`src/rtl/fft_spec_pkg.sv`:
```
`default_nettype none
// ============================================================================
//  Module   : fft_spec_pkg
//  Purpose  : Shared sizes, FSM encoding and magnitude helpers for the
//             FFT spectrum buffer.
//  Revision : 1.0  initial release
// ============================================================================
package fft_spec_pkg;

    localparam int N_POINTS = 128;
    localparam int BINS     = 64;
    localparam int DATA_W   = 16;
    localparam int OUT_W    = 8;
    localparam int SHIFT    = 6;

    localparam int IDX_W    = $clog2(N_POINTS);
    localparam int ADDR_W   = $clog2(BINS);
    localparam int ABS_W    = DATA_W - 1;
    localparam int MAG_W    = DATA_W + 1;

    localparam logic [1:0] ST_IDLE   = 2'd0;
    localparam logic [1:0] ST_CAPT   = 2'd1;
    localparam logic [1:0] ST_COMMIT = 2'd2;
    localparam logic [1:0] ST_HOLD   = 2'd3;

    // The most negative input has no positive twin; clamp it to full scale.
    function automatic logic [ABS_W-1:0] abs_sat(input logic [DATA_W-1:0] x);
        logic [ABS_W-1:0] r;
        if (x == {1'b1, {ABS_W{1'b0}}})
            r = {ABS_W{1'b1}};
        else if (x[DATA_W-1])
            r = ~x[ABS_W-1:0] + ABS_W'(1);
        else
            r = x[ABS_W-1:0];
        return r;
    endfunction

    function automatic logic [OUT_W-1:0] sat_mag(input logic [MAG_W-1:0] mag);
        logic [MAG_W-1:0] sh;
        sh = mag >> SHIFT;
        if (|sh[MAG_W-1:OUT_W])
            return {OUT_W{1'b1}};
        return sh[OUT_W-1:0];
    endfunction

endpackage
`default_nettype wire

```
`src/rtl/spec_pingpong_ram.sv`:
```
`default_nettype none
// ============================================================================
//  Module   : spec_pingpong_ram
//  Purpose  : Two BINS x OUT_W banks; one is written while the other is shown.
//  Revision : 1.0  initial release
// ============================================================================
module spec_pingpong_ram
    import fft_spec_pkg::*;
(
    input  logic              clk_50m,
    input  logic              rst,
    input  logic              i_we,
    input  logic [ADDR_W-1:0] i_waddr,
    input  logic [OUT_W-1:0]  i_wdata,
    input  logic              i_swap,
    input  logic [ADDR_W-1:0] i_rd_addr,
    output logic [OUT_W-1:0]  o_rd_data,
    output logic              o_disp_valid
);

    logic [OUT_W-1:0] r_mem [2][BINS];
    logic             r_wr_bank;
    logic             r_disp_valid;
    logic [OUT_W-1:0] r_rd_data;

    always_ff @(posedge clk_50m) begin
        if (i_we)
            r_mem[r_wr_bank][i_waddr] <= i_wdata;
    end

    // The display bank is always the one not being written.
    always_ff @(posedge clk_50m) begin
        if (rst) begin
            r_wr_bank    <= 1'b0;
            r_disp_valid <= 1'b0;
            r_rd_data    <= '0;
        end else begin
            if (i_swap) begin
                r_wr_bank    <= ~r_wr_bank;
                r_disp_valid <= 1'b1;
            end
            r_rd_data <= r_disp_valid ? r_mem[~r_wr_bank][i_rd_addr] : '0;
        end
    end

    assign o_rd_data    = r_rd_data;
    assign o_disp_valid = r_disp_valid;

endmodule
`default_nettype wire

```
`src/rtl/fft_spec_buf.sv`:
```
`default_nettype none
// ============================================================================
//  Module   : fft_spec_buf
//  Purpose  : Frame checker, magnitude pipe and ping-pong bar store for the
//             LCD spectrum display.
//  Revision : 1.0  initial release
// ============================================================================
module fft_spec_buf
    import fft_spec_pkg::*;
(
    input  logic              clk_50m,
    input  logic              rst,
    input  logic              src_valid,
    input  logic              src_sop,
    input  logic              src_eop,
    input  logic [DATA_W-1:0] src_real,
    input  logic [DATA_W-1:0] src_imag,
    output logic              src_ready,
    input  logic [ADDR_W-1:0] rd_addr,
    output logic [OUT_W-1:0]  rd_data,
    input  logic              rd_done,
    output logic              frame_rdy,
    output logic [7:0]        drop_cnt
);

    localparam logic [IDX_W-1:0] c_last_idx = IDX_W'(N_POINTS - 1);
    localparam logic [IDX_W-1:0] c_bins_idx = IDX_W'(BINS);
    localparam logic [IDX_W-1:0] c_one      = IDX_W'(1);

    logic [1:0]        r_state;
    logic [IDX_W-1:0]  r_idx;
    logic [7:0]        r_drop_cnt;
    logic              r_done_lat;
    logic              r_frame_rdy;

    logic              r_s1_v;
    logic [IDX_W-1:0]  r_s1_idx;
    logic [ABS_W-1:0]  r_s1_re_abs;
    logic [ABS_W-1:0]  r_s1_im_abs;
    logic              r_s2_v;
    logic [IDX_W-1:0]  r_s2_idx;
    logic [MAG_W-1:0]  r_s2_mag;
    logic              r_s3_we;
    logic [ADDR_W-1:0] r_s3_addr;
    logic [OUT_W-1:0]  r_s3_data;

    logic              w_ready;
    logic              w_beat;
    logic              w_accept;
    logic [IDX_W-1:0]  w_beat_idx;
    logic              w_drop_evt;
    logic              w_drained;
    logic              w_disp_valid;
    logic              w_free;
    logic              w_swap;
    logic [ABS_W-1:0]  w_max;
    logic [ABS_W-1:0]  w_min;

    assign w_ready    = (r_state != ST_HOLD) && (r_state != ST_COMMIT);
    assign w_beat     = src_valid && w_ready;
    assign w_accept   = w_beat && ((r_state == ST_CAPT) || ((r_state == ST_IDLE) && src_sop));
    assign w_beat_idx = src_sop ? '0 : r_idx;
    assign w_drop_evt = w_beat && (r_state == ST_CAPT) &&
                        (src_sop || (src_eop != (r_idx == c_last_idx)));
    assign w_drained  = !r_s1_v && !r_s2_v && !r_s3_we;
    assign w_free     = !w_disp_valid || r_done_lat || rd_done;
    assign w_swap     = (((r_state == ST_COMMIT) && w_drained) || (r_state == ST_HOLD)) && w_free;

    always_ff @(posedge clk_50m) begin
        if (rst) begin
            r_state     <= ST_IDLE;
            r_idx       <= '0;
            r_drop_cnt  <= '0;
            r_done_lat  <= 1'b0;
            r_frame_rdy <= 1'b0;
        end else begin
            r_frame_rdy <= w_swap;

            if (w_swap)
                r_done_lat <= 1'b0;
            else if (rd_done)
                r_done_lat <= 1'b1;

            if (w_drop_evt && (r_drop_cnt != 8'hff))
                r_drop_cnt <= r_drop_cnt + 8'd1;

            case (r_state)
                ST_IDLE: begin
                    if (w_beat && src_sop) begin
                        r_idx   <= c_one;
                        r_state <= ST_CAPT;
                    end
                end
                ST_CAPT: begin
                    if (w_beat) begin
                        if (src_sop) begin
                            r_idx <= c_one;
                        end else if (r_idx == c_last_idx) begin
                            r_idx   <= '0;
                            r_state <= src_eop ? ST_COMMIT : ST_IDLE;
                        end else if (src_eop) begin
                            r_idx   <= '0;
                            r_state <= ST_IDLE;
                        end else begin
                            r_idx <= r_idx + c_one;
                        end
                    end
                end
                ST_COMMIT: begin
                    if (w_drained)
                        r_state <= w_free ? ST_IDLE : ST_HOLD;
                end
                ST_HOLD: begin
                    if (w_free)
                        r_state <= ST_IDLE;
                end
                default: r_state <= ST_IDLE;
            endcase
        end
    end

    // Alpha-max-plus-beta-min magnitude with beta = 1/2.
    assign w_max = (r_s1_re_abs >= r_s1_im_abs) ? r_s1_re_abs : r_s1_im_abs;
    assign w_min = (r_s1_re_abs >= r_s1_im_abs) ? r_s1_im_abs : r_s1_re_abs;

    always_ff @(posedge clk_50m) begin
        if (rst) begin
            r_s1_v      <= 1'b0;
            r_s1_idx    <= '0;
            r_s1_re_abs <= '0;
            r_s1_im_abs <= '0;
            r_s2_v      <= 1'b0;
            r_s2_idx    <= '0;
            r_s2_mag    <= '0;
            r_s3_we     <= 1'b0;
            r_s3_addr   <= '0;
            r_s3_data   <= '0;
        end else begin
            r_s1_v      <= w_accept;
            r_s1_idx    <= w_beat_idx;
            r_s1_re_abs <= abs_sat(src_real);
            r_s1_im_abs <= abs_sat(src_imag);
            r_s2_v      <= r_s1_v;
            r_s2_idx    <= r_s1_idx;
            r_s2_mag    <= MAG_W'(w_max) + MAG_W'(w_min >> 1);
            r_s3_we     <= r_s2_v && (r_s2_idx < c_bins_idx);
            r_s3_addr   <= r_s2_idx[ADDR_W-1:0];
            r_s3_data   <= sat_mag(r_s2_mag);
        end
    end

    spec_pingpong_ram u_ram (
        .clk_50m      (clk_50m),
        .rst          (rst),
        .i_we         (r_s3_we),
        .i_waddr      (r_s3_addr),
        .i_wdata      (r_s3_data),
        .i_swap       (w_swap),
        .i_rd_addr    (rd_addr),
        .o_rd_data    (rd_data),
        .o_disp_valid (w_disp_valid)
    );

    assign src_ready = w_ready;
    assign frame_rdy = r_frame_rdy;
    assign drop_cnt  = r_drop_cnt;

endmodule
`default_nettype wire
```
`config.mk`:
```
export PLATFORM = sky130hd
export DESIGN_NAME = fft_spec_buf
export DESIGN_NICKNAME = d
export VERILOG_FILES = /design/src/rtl/fft_spec_pkg.sv /design/src/rtl/spec_pingpong_ram.sv /design/src/rtl/fft_spec_buf.sv
export SDC_FILE = /design/constraint.sdc
export NUM_CORES = 1
export LEC_CHECK = 0
export BUFFER_PORTS_ARGS = -buffer_cell sky130_fd_sc_hd__buf_2
export CORE_UTILIZATION = 63
export CTS_BUF_LIST = sky130_fd_sc_hd__clkbuf_16
export CTS_CLUSTER_DIAMETER = 200
export DETAILED_ROUTE_END_ITERATION = 10
export PLACE_DENSITY = 0.87
export SLEW_MARGIN = 20
export SYNTH_ARGS = -nofsm -noshare
export SYNTH_HDL_FRONTEND = slang
export SYNTH_SLANG_ARGS = --single-unit
```
`constraint.sdc`:
```
create_clock -name clk_50m -period 4.5 [get_ports clk_50m]
set_input_delay 0.45 -clock clk_50m [delete_from_list [all_inputs] [get_ports clk_50m]]
set_output_delay 0.45 -clock clk_50m [all_outputs]
set_load 0.01 [all_outputs]
```
Yosys cells after proc, flatten, opt, wreduce, memory -nomap -nowiden --
Memories as Yosys holds them, arrays and structs flattened. Index checks and enable logic that the tools add are counted.
Word-level totals: flip-flop bits (word level) 107, latch bits 0, memory bits (writable) 1024, ROM bits 0, input port bits 44, logic and storage cells 115, memories kept 1
Memory list:
- u_ram.r_mem | words 2, bits a word 512, rd ports 1, clocked after memory_dff 0, write ports 1, RTL line spec_pingpong_ram.sv:21 | logic [OUT_W-1:0] r_mem [2][BINS];
Cells by class: add/sub/neg operators 5, $mul 0, divide/modulo/power cells 0, magnitude comparators 5, equal/unequal tests 16, shifts and indexed selects 0, multiplexer cells 33, bitwise gates (word level) 6, reduce and logical (&&, ||, !) cells 31
Operators with widths (number):
- 512-bit two-way mux | 1
- 15-bit two-way mux | 6
- 8-bit binary-select mux with 6-bit select | 1
- 8-bit demux with 6-bit select | 1
- 8-bit two-way mux | 5
- 7-bit two-way mux | 5
- 16-bit equality test, second input constant | 2
- 15-bit by 1-bit adder with 15-bit output, second input constant | 2
- 15-bit inverter | 2
- 2-bit two-way mux | 9
- 15-bit by 14-bit adder with 16-bit output | 1
- 15-bit greater-or-equal comparator | 1
- 7-bit greater-or-equal comparator, second input constant | 2
- 1-bit logical AND | 14
- 6-bit inverter with 7-bit output | 2
- 7-bit one-hot mux with 2 select lines | 1
- 2-bit inequality test, second input constant | 6
- 8-bit by 1-bit adder with 8-bit output, second input constant | 1
- 8-bit inequality test, second input constant | 1
- 2-bit one-hot mux with 4 select lines | 1
- 7-bit by 1-bit adder with 7-bit output, second input constant | 1
- 7-bit equality test, second input constant | 1
- 7-bit by 1-bit less-than comparator with 1-bit output, second input constant | 1
- 7-bit less-than comparator, second input constant | 1
- 15 further kinds | 28

Logic depth before layout (Yosys ltp) --
Gate-level depths: netlist (run 1).
depth after elaboration 7, depth in mapped cells 20, mapped depth without buffers 18

By module --
From an unflattened synthesis (run 1), not the netlist that was laid out.
Second synthesis, totals: cell total of the unflattened synthesis 2756, area total of the unflattened synthesis 45058.2 um2
By module, submodules not included:
- spec_pingpong_ram | instances 1, cells an instance 2220, area each 40480.1 um2, seq. area each 30949.7 um2
- fft_spec_buf | instances 1, cells an instance 536, area each 4578.1 um2, seq. area each 1801.7 um2

Least setup slack after synthesis (run 1) --
No wires, ideal clock.
path type reg-to-reg, start register r_s1_re_abs[0], end register r_s2_mag[14], setup time 0.120 ns, data arrival time 3.978 ns, setup slack 0.403 ns, stages on the path, launching flop included 21, buffers on the path 2, cells stage by stage dfxtp_1 inv_1 ha_1 nand2b_1 a211oi_1 o221ai_1 a211o_1 buf_1 clkbuf_1 nand2_1 o21ai_0 ha_1 a21o_1 a21oi_1 o21ai_0 a21o_1 a21o_1 a21o_1 a2111oi_0 nor2_1 mux2i_1
On the way: longest elaborated chain between the ends 3, elaborated cells between the ends (all ways) 4
Ends and longest elaborated chain:
- from (decl) | RTL line fft_spec_buf.sv:38 | logic [ABS_W-1:0] r_s1_re_abs;
- from (signal assigned) | RTL line fft_spec_buf.sv:141 | r_s1_re_abs <= abs_sat(src_real);
- 15-bit greater-or-equal comparator | RTL line fft_spec_buf.sv:123, fft_spec_buf.sv:124
- 15-bit two-way mux (on tied branches) | RTL line fft_spec_buf.sv:123, fft_spec_buf.sv:124
- 15-bit by 14-bit adder with 16-bit output (*) | RTL line fft_spec_buf.sv:145 | r_s2_mag <= MAG_W'(w_max) + MAG_W'(w_min >> 1);
- to (signal assigned) | RTL line fft_spec_buf.sv:145
- to (decl) | RTL line fft_spec_buf.sv:42 | logic [MAG_W-1:0] r_s2_mag;
Every way passes the cells marked *; elsewhere a longest branch is shown, timed or not. A chain may end at the register's enable or synchronous reset.

Worst setup path in the final report (run 1) --
Same ends and word-level chain as after synthesis.

==> flow_summary_export.csv, run 1 <==
group,metric,value,unit
outcome,outcome,"completed",
route,via_count,23800,
clock_tree,post-cts-setup-buffers,0,
yosys,synth_cell_types,55,
yosys,post_synthesis_sequential_element_count,1124,
yosys,synth_top_area_share,0.695,
global_route,globalRouteMet1Util,0.452,
clock_tree,post_cts.resized_instances,0,
pwr,power.density,460,nW/um^2
critical_path,rr_startpoint,"r_s1_re_abs[0]$_SDFF_PP0_",
global_route,grt_first_pass_wirelength,167000,um
route,ant_nets,0,
clock_tree,worst_setup_hold_path_clk_slew,0.06,ns
final_layout,final-instance-count-excl-fill,3302,
sta,timing_hold_violations_final,0,
final_layout,synthToLayoutAreaGrowth,11.5,%
min_path,hold_start,"src_real[0]",
critical_path,worstSetupPathType,"flip-flop to flip-flop",
critical_path,worst-r2r-setup-slack,0.32,ns
critical_path,r2r.worst_path.cells,17,
critical_path,start_kind,"flip-flop",
global_route,global_route.usage.met3,0.0743,
min_path,hold-path-cell-count,3,
floorplan,die_ht,267,um
yosys,synthesis.yosys.warnings,0,
critical_path,critical_path.max_stage_delay,0.52,ns
sta,final.setup_skew,0.0299,ns
global_route,grt_max_degree,91,
critical_path,timing.critical_path.to_type,"flip-flop",
critical_path,cp.arrival,4.77,ns
final_layout,share_of_final_layout_standard_cells_stronger_than_drive_strength_1,0.273,
route,viasPerCell,7.20,
sta,finalWorstPathRequiredPeriod,4.18,ns
yosys,synth_top_flop_cell,"sky130_fd_sc_hd__edfxtp_1",
final_layout,layout.cells.most_common,"sky130_fd_sc_hd__edfxtp_1",
floorplan,fp.dieW,267,um
route,post-route-drc-count,0,
critical_path,crit_slowest_cell,"sky130_fd_sc_hd__a2111oi_0",
sta,tightestPinTransition,1.10,ns
sta,timing.fmax,239,MHz
pwr,power.leakage,15.8,nW
sta,setup_total_negative_slack,0,ns
yosys,synth.avg_cell_area,20.4,sq um
clock_tree,clock_tree.buffer_depth,3,
yosys,syn_nets,2249,
sta,timing.final.crit_share,0.928,
yosys,netlist_area_before_placement,44200,sq um
global_route,grt_remaining_overflow,0,
clock_tree,clockRootBuffer,"sky130_fd_sc_hd__clkbuf_16",
critical_path,critical_path_required,5.09,ns
clock_tree,tritoncts_clock_tree,"built",
clock_tree,numClockSinks,1124,
global_route,fraction_of_met2_tracks_used_by_global_routing,0.525,
sta,slew_viol_final,0,
final_layout,num-fill-cells,3647,
place,gp_congestion,0.837,
floorplan,floorplan.io_pins,62,
route,detailedRoute.firstPassIterationCount,5,
sta,slew-limit-headroom,0.266,
critical_path,worst_r2r_endpoint,"r_s2_mag[14]$_SDFF_PP0_",
yosys,postSynth.asyncResetShare,0,
pwr,peakVddDrop,0.331,mV
place,detailed_place_hpwl,62900,um
global_route,total_routing_usage_reported_by_global_routing,0.336,
sta,setup-violations-final,0,
floorplan,placement_rows,96,
yosys,seq_area_frac_synth,0.740,
critical_path,path_common_cell,"sky130_fd_sc_hd__a21o_1",
clock_tree,worst_skew_pair.late_latency,0.68,ns
floorplan,die_area,71300,sq um
yosys,post_synth_main_area_contributors,"sky130_fd_sc_hd__edfxtp_1 (70%), sky130_fd_sc_hd__mux4_2 (17%), sky130_fd_sc_hd__dfxtp_1 (4.5%)",
global_route,grt_antenna_before_repair,7,
final_layout,num-nets-final,2352,
yosys,post_synth_inst_count,2172,
floorplan,design.core.area,69100,sq um
yosys,number_of_flops_mapped_to_enable_cells_by_yosys,1024,
global_route,first_global_vias,23500,
critical_path,cp_max_fo,18,
floorplan,start_util,0.640,
flow_run,cap_violations,0,
clock_tree,cts-htree-levels,3,
clock_tree,hold_buffers,0,
route,routedWlPerCell,35.0,um
yosys,post-synth-top-area-cell,"sky130_fd_sc_hd__edfxtp_1",
route,drt-total-wl,116000,um
sta,rsz0062_at_grt,"false",
route,drt_first_iter_violations,3362,
critical_path,critPathLaunch,"r_s1_re_abs[0]$_SDFF_PP0_",
clock_tree,cts_buffers,107,
place,io_buffer_count,61,
min_path,hp-class,"input pin to flip-flop",
critical_path,cell_by_cell_trace_of_the_critical_path,"inv_1 -> ha_1 -> nand2b_1 -> a211oi_1 -> o221ai_1 -> a211o_1 -> buf_4 -> mux2_2 -> ha_1 -> a21oi_1 -> o21ai_0 -> a21o_1 -> a21o_1 -> a21o_1 -> a2111oi_0 -> nor2_1 -> mux2i_1",
global_route,grt.busiest_layer,"met2",
place,dp.cells,3097,
min_path,worst_hold_path.endpoint,"r_s1_re_abs[0]$_SDFF_PP0_",
final_layout,most_used_cells_in_the_layout_excluding_fill_and_tap_cells,"sky130_fd_sc_hd__edfxtp_1 (1024), sky130_fd_sc_hd__mux4_2 (336), sky130_fd_sc_hd__nor2_1 (186)",
-- through the flow --
step	setup WS (ns)	hold slack [ns]	instance area (sq um)	util	total power, W
after floorplan	0.403	0.373	44200	-	0.0130
after global placement	0.386	0.379	45700	0.662	0.0134
after detailed placement	0.355	0.386	45700	0.662	0.0135
after CTS	0.338	0.0490	49300	0.714	0.0227
after global routing	0.0576	0.102	49300	0.714	0.0231
final	0.324	0.0815	49300	0.714	0.0227
-- routing by layer --
layer	share of wire	routed length, um	vias up
li1	-	-	9061
met1	0.34	39300	12100
met2	0.48	55600	2218
met3	0.12	14000	413
met4	0.058	6690	8
met5	0.00084	97	-
-- worst max-delay path, delay by kind of cell (launching register included) --
family                     cells  cell delay, ns
AOI/OAI and AO/OA              9            2.17
adders and majority gates      2            0.58
muxes                          2            0.49
DFF                            1            0.33
buffers and inverters          2            0.27
and+or+nand+nor                2            0.27
-- state kept, by name, indices dropped and copies added (netlist names), 2 cells and up --
register,cells
r_s2_idx,7
u_ram.r_mem,1024
u_ram.o_rd_data,8
r_s1_im_abs,15
r_state,2
r_s3_addr,6
r_s3_data,8
r_s1_re_abs,15
r_idx,7
r_s2_mag,10
r_s1_idx,7
drop_cnt,8
-- how the worst max path moves through the flow --
stage / to / slack [ns]
after floorplan: r_s2_mag[14]$_SDFF_PP0_ / 0.40
after global placement: r_s2_mag[14]$_SDFF_PP0_ / 0.39
after detailed placement: r_s2_mag[14]$_SDFF_PP0_ / 0.35
after CTS: r_s2_mag[14]$_SDFF_PP0_ / 0.34
after global routing: r_s2_mag[14]$_SDFF_PP0_ / 0.06
final: r_s2_mag[14]$_SDFF_PP0_ / 0.32
-- report_power, final --
| part | leakage (nW) | total, W | internal (W) | switching (W) |
|---|---|---|---|---|
| Clock | 1.82 | 0.00930 | 0.00527 | 0.00402 |
| Combinational | 3.80 | 0.00112 | 0.000382 | 0.000735 |
| Sequential | 10.2 | 0.0123 | 0.0119 | 0.000371 |
-- cells by family (layout without fill, tap and decap cells) --
family / count (synthesis) / after routing / synth area share
AO/OA/AOI/OAI: 121 / 121 / 0.0161
XOR/XNOR: 36 / 36 / 0.00713
adder cells (fa/ha/maj): 33 / 33 / 0.00934
buffers and inverters: 146 / 342 / 0.0137
flip-flops: 1124 / 1124 / 0.740
multiplexers: 355 / 355 / 0.176
other: 0 / 3 / 0
AND/OR/NAND/NOR: 357 / 357 / 0.0375
-- cell type report --
type	instances	area (sq um)	area share
Clock inverter	93	855	0.0173
Inverter	31	116	0.00236
Clock buffer	109	2730	0.0553
Sequential cell	1124	32800	0.665
Multi-Input combinational cell	902	10900	0.220
Timing Repair Buffer	109	803	0.0163
Antenna cell	3	7.51	0.000152
Tap cell	931	1160	0.0236
-- synthesized netlist by cell type (all sizes together) (2+ instances only) --
cell         instances
and2                 7
a22o                 8
nor2b               21
dlygate4sd1          2
nor4b                2
o31ai                4
or3                 14
and4                 2
xor2                20
mux2i                4
a21oi               52
buf                 41
nor4                 2
or2                 12
clkbuf              72
nand2b               5
mux4               336
inv                 31
nand3b               6
o21ai               35
nor3b                4
edfxtp            1024
mux2                15
nand3               19
a211oi               2
dfxtp              100
a21o                 8
ha                  33
nor3                11
nand4                9
nand2               49
nor2               186
and3                 3
xnor2               16
or3b                 4
(Power assumes the default switching activity.)
==> inputs of run 2 (changes only) <==
- GPL_TIMING_DRIVEN: unset -> 0
==> run 2 against run 1 <==
The flow now finishes with violations (setup timing). Clock skew is 0.0048 ns higher. Worst hold slack worse by 0.0098 ns. Combinational power is 25% higher. Via count is 2.9% higher. Maximum frequency is 9.2% lower. Core utilization is 0.26 points higher. Die area stayed put. Clock power is 2% lower. Sequential share of layout area is 0.24 points lower. Non-clock buffer count is 74 higher. Total power is 0.11% lower. Sequential cell count stayed put. Critical path type unchanged. Largest cell class unchanged. Largest power group unchanged.
==> flow_summary_export.csv, run 2 (synthesized netlist as in run 1, its figures left out) <==
group,metric,value,unit
outcome,outcome,"complete, but fails checks",
outcome,failed_checks,"setup timing",
floorplan,design.core.area,69100,sq um
floorplan,die_area,71300,sq um
route,post-route-drc-count,0,
critical_path,r2r.worst_path.cells,6,
pwr,power.density,458,nW/um^2
critical_path,worstSetupPathType,"flip-flop to flip-flop",
sta,timing.fmax,218,MHz
sta,layout_setup_ws,-0.0976,ns
route,viasPerCell,7.26,
global_route,total_routing_usage_reported_by_global_routing,0.350,
global_route,first_global_vias,24600,
clock_tree,clock_tree.buffer_depth,3,
place,detailed_place_hpwl,71500,um
clock_tree,hold_buffers,0,
place,io_buffer_count,55,
final_layout,largestRegisters,"u_ram.r_mem (1024), r_s1_im_abs (15), r_s1_re_abs (15)",
place,gp_congestion,0.906,
floorplan,placement_rows,96,
floorplan,die_ht,267,um
final_layout,num-fill-cells,3630,
critical_path,cp_max_fo,10,
clock_tree,tritoncts_clock_tree,"built",
sta,setup-violations-final,76,
route,drt-total-wl,121000,um
floorplan,start_util,0.640,
min_path,hold-path-cell-count,3,
final_layout,most_used_cells_in_the_layout_excluding_fill_and_tap_cells,"sky130_fd_sc_hd__edfxtp_1 (1024), sky130_fd_sc_hd__mux4_2 (336), sky130_fd_sc_hd__nor2_1 (185)",
route,via_count,24500,
final_layout,layout.cells.most_common,"sky130_fd_sc_hd__edfxtp_1",
clock_tree,worst_skew_pair.late_latency,0.70,ns
floorplan,fp.dieW,267,um
sta,finalWorstPathRequiredPeriod,4.60,ns
pwr,fin_total_pwr,0.0227,W
route,drt_first_iter_violations,3728,
global_route,grt_first_pass_wirelength,173000,um
sta,rsz0062_at_grt,"true",
min_path,hold_start,"src_real[0]",
route,routedWlPerCell,36.0,um
place,detailedPlace.worstSlack,-0.358,ns
sta,timing.final.crit_share,1.02,
place,dp.cells,3169,
critical_path,critical_path_required,4.80,ns
floorplan,floorplan.io_pins,62,
min_path,worst_hold_path.endpoint,"r_s1_re_abs[0]$_SDFF_PP0_",
critical_path,worst_r2r_endpoint,"u_ram.r_mem[1][40]$_DFFE_PP_",
final_layout,largest-register,"u_ram.r_mem",
critical_path,cp.arrival,4.90,ns
pwr,peakVddDrop,0.370,mV
place,detailed_place.area,46000,sq um
global_route,grt_max_degree,89,
sta,slew_viol_final,0,
sta,timing_hold_violations_final,0,
sta,tightestPinTransition,1.30,ns
final_layout,share_of_final_layout_standard_cells_stronger_than_drive_strength_1,0.265,
clock_tree,worst_setup_hold_path_clk_slew,0.07,ns
sta,slew-limit-headroom,0.135,
min_path,hp-class,"input pin to flip-flop",
final_layout,synthToLayoutAreaGrowth,11.9,%
pwr,power.leakage,15.9,nW
sta,final.setup_skew,0.0347,ns
critical_path,timing.critical_path.to_type,"flip-flop",
final_layout,post-route-cell-area,49500,sq um
clock_tree,numClockSinks,1124,
final_layout,num-nets-final,2425,
route,detailedRoute.firstPassIterationCount,6,
critical_path,start_kind,"flip-flop",
sta,hold_slack,0.0717,ns
global_route,grt_remaining_overflow,0,
clock_tree,cts-htree-levels,3,
final_layout,final-instance-count-excl-fill,3374,
clock_tree,clockRootBuffer,"sky130_fd_sc_hd__clkbuf_16",
critical_path,worst-r2r-setup-slack,-0.1,ns
clock_tree,cts_buffers,106,
flow_run,cap_violations,0,
final_layout,largest_register_ff_count,1024,
route,ant_nets,0,
critical_path,rr_startpoint,"u_ram.r_wr_bank$_SDFFE_PP0P_",
global_route,grt_antenna_before_repair,8,
## run 2: worst max-delay path, stage by stage (launching register included)
cell,delay (ns)
sky130_fd_sc_hd__dfxtp_1,0.32
sky130_fd_sc_hd__clkbuf_1,0.28
sky130_fd_sc_hd__clkbuf_1,0.65
sky130_fd_sc_hd__clkbuf_1,0.65
sky130_fd_sc_hd__clkbuf_1,0.52
sky130_fd_sc_hd__nand3_1,0.80
sky130_fd_sc_hd__nor2_1,0.98
## run 2: final cells by class
type,count,area [sq um],area share
Clock buffer,109,2730,0.0551
Tap cell,931,1160,0.0235
Clock inverter,89,747,0.0151
Inverter,31,116,0.00235
Antenna cell,5,12.5,0.000253
Sequential cell,1124,32800,0.662
Multi-Input combinational cell,902,10900,0.220
Buffer,114,498,0.0101
Timing Repair Buffer,69,551,0.0111
## run 2: how the worst max path moves through the flow
stage,from,endpoint,slack [ns],cells after the start
final,u_ram.r_wr_bank$_SDFFE_PP0P_,u_ram.r_mem[1][40]$_DFFE_PP_,-0.1,6
after global routing,u_ram.r_wr_bank$_SDFFE_PP0P_,u_ram.r_mem[1][3]$_DFFE_PP_,-0.08,6
after CTS,r_s1_re_abs[0]$_SDFF_PP0_,r_s2_mag[14]$_SDFF_PP0_,0.03,20
after detailed placement,r_s1_im_abs[6]$_SDFF_PP0_,r_s2_mag[14]$_SDFF_PP0_,-0.36,20
after global placement,r_s1_im_abs[4]$_SDFF_PP0_,r_s2_mag[14]$_SDFF_PP0_,-0.30,20
after floorplan,r_s1_re_abs[0]$_SDFF_PP0_,r_s2_mag[14]$_SDFF_PP0_,0.40,20
## run 2: per-stage QoR
| stage | TNS (ns) | util |
|---|---|---|
| final | -3.30 | 0.717 |
| after global routing | -2.90 | 0.717 |
| after CTS | 0 | 0.716 |
| after detailed placement | -0.583 | 0.666 |
| after global placement | -0.495 | 0.661 |
| after floorplan | 0 | - |
## run 2: layer usage
metal,part of all wire,vias to the layer above,track usage
met2,0.49,2309,0.566
met1,0.33,12500,0.442
met5,0.00023,-,0
met3,0.12,488,0.0889
li1,-,9230,-
met4,0.061,4,0.185
## run 2: repair_timing
action                     in CTS  in global routing
setup endpoints to repair       4                100
pin swaps                       0                  2
setup buffers                   0                  3
gates resized for setup         3                  9
## run 2: power by group
group / switching (W) / total (W) / internal (W)
sequential: 0.000249 / 0.0121 / 0.0119
combinational: 0.000933 / 0.00140 / 0.000464
clock: 0.00407 / 0.00912 / 0.00505
total: 0.00526 / 0.0227 / 0.0174
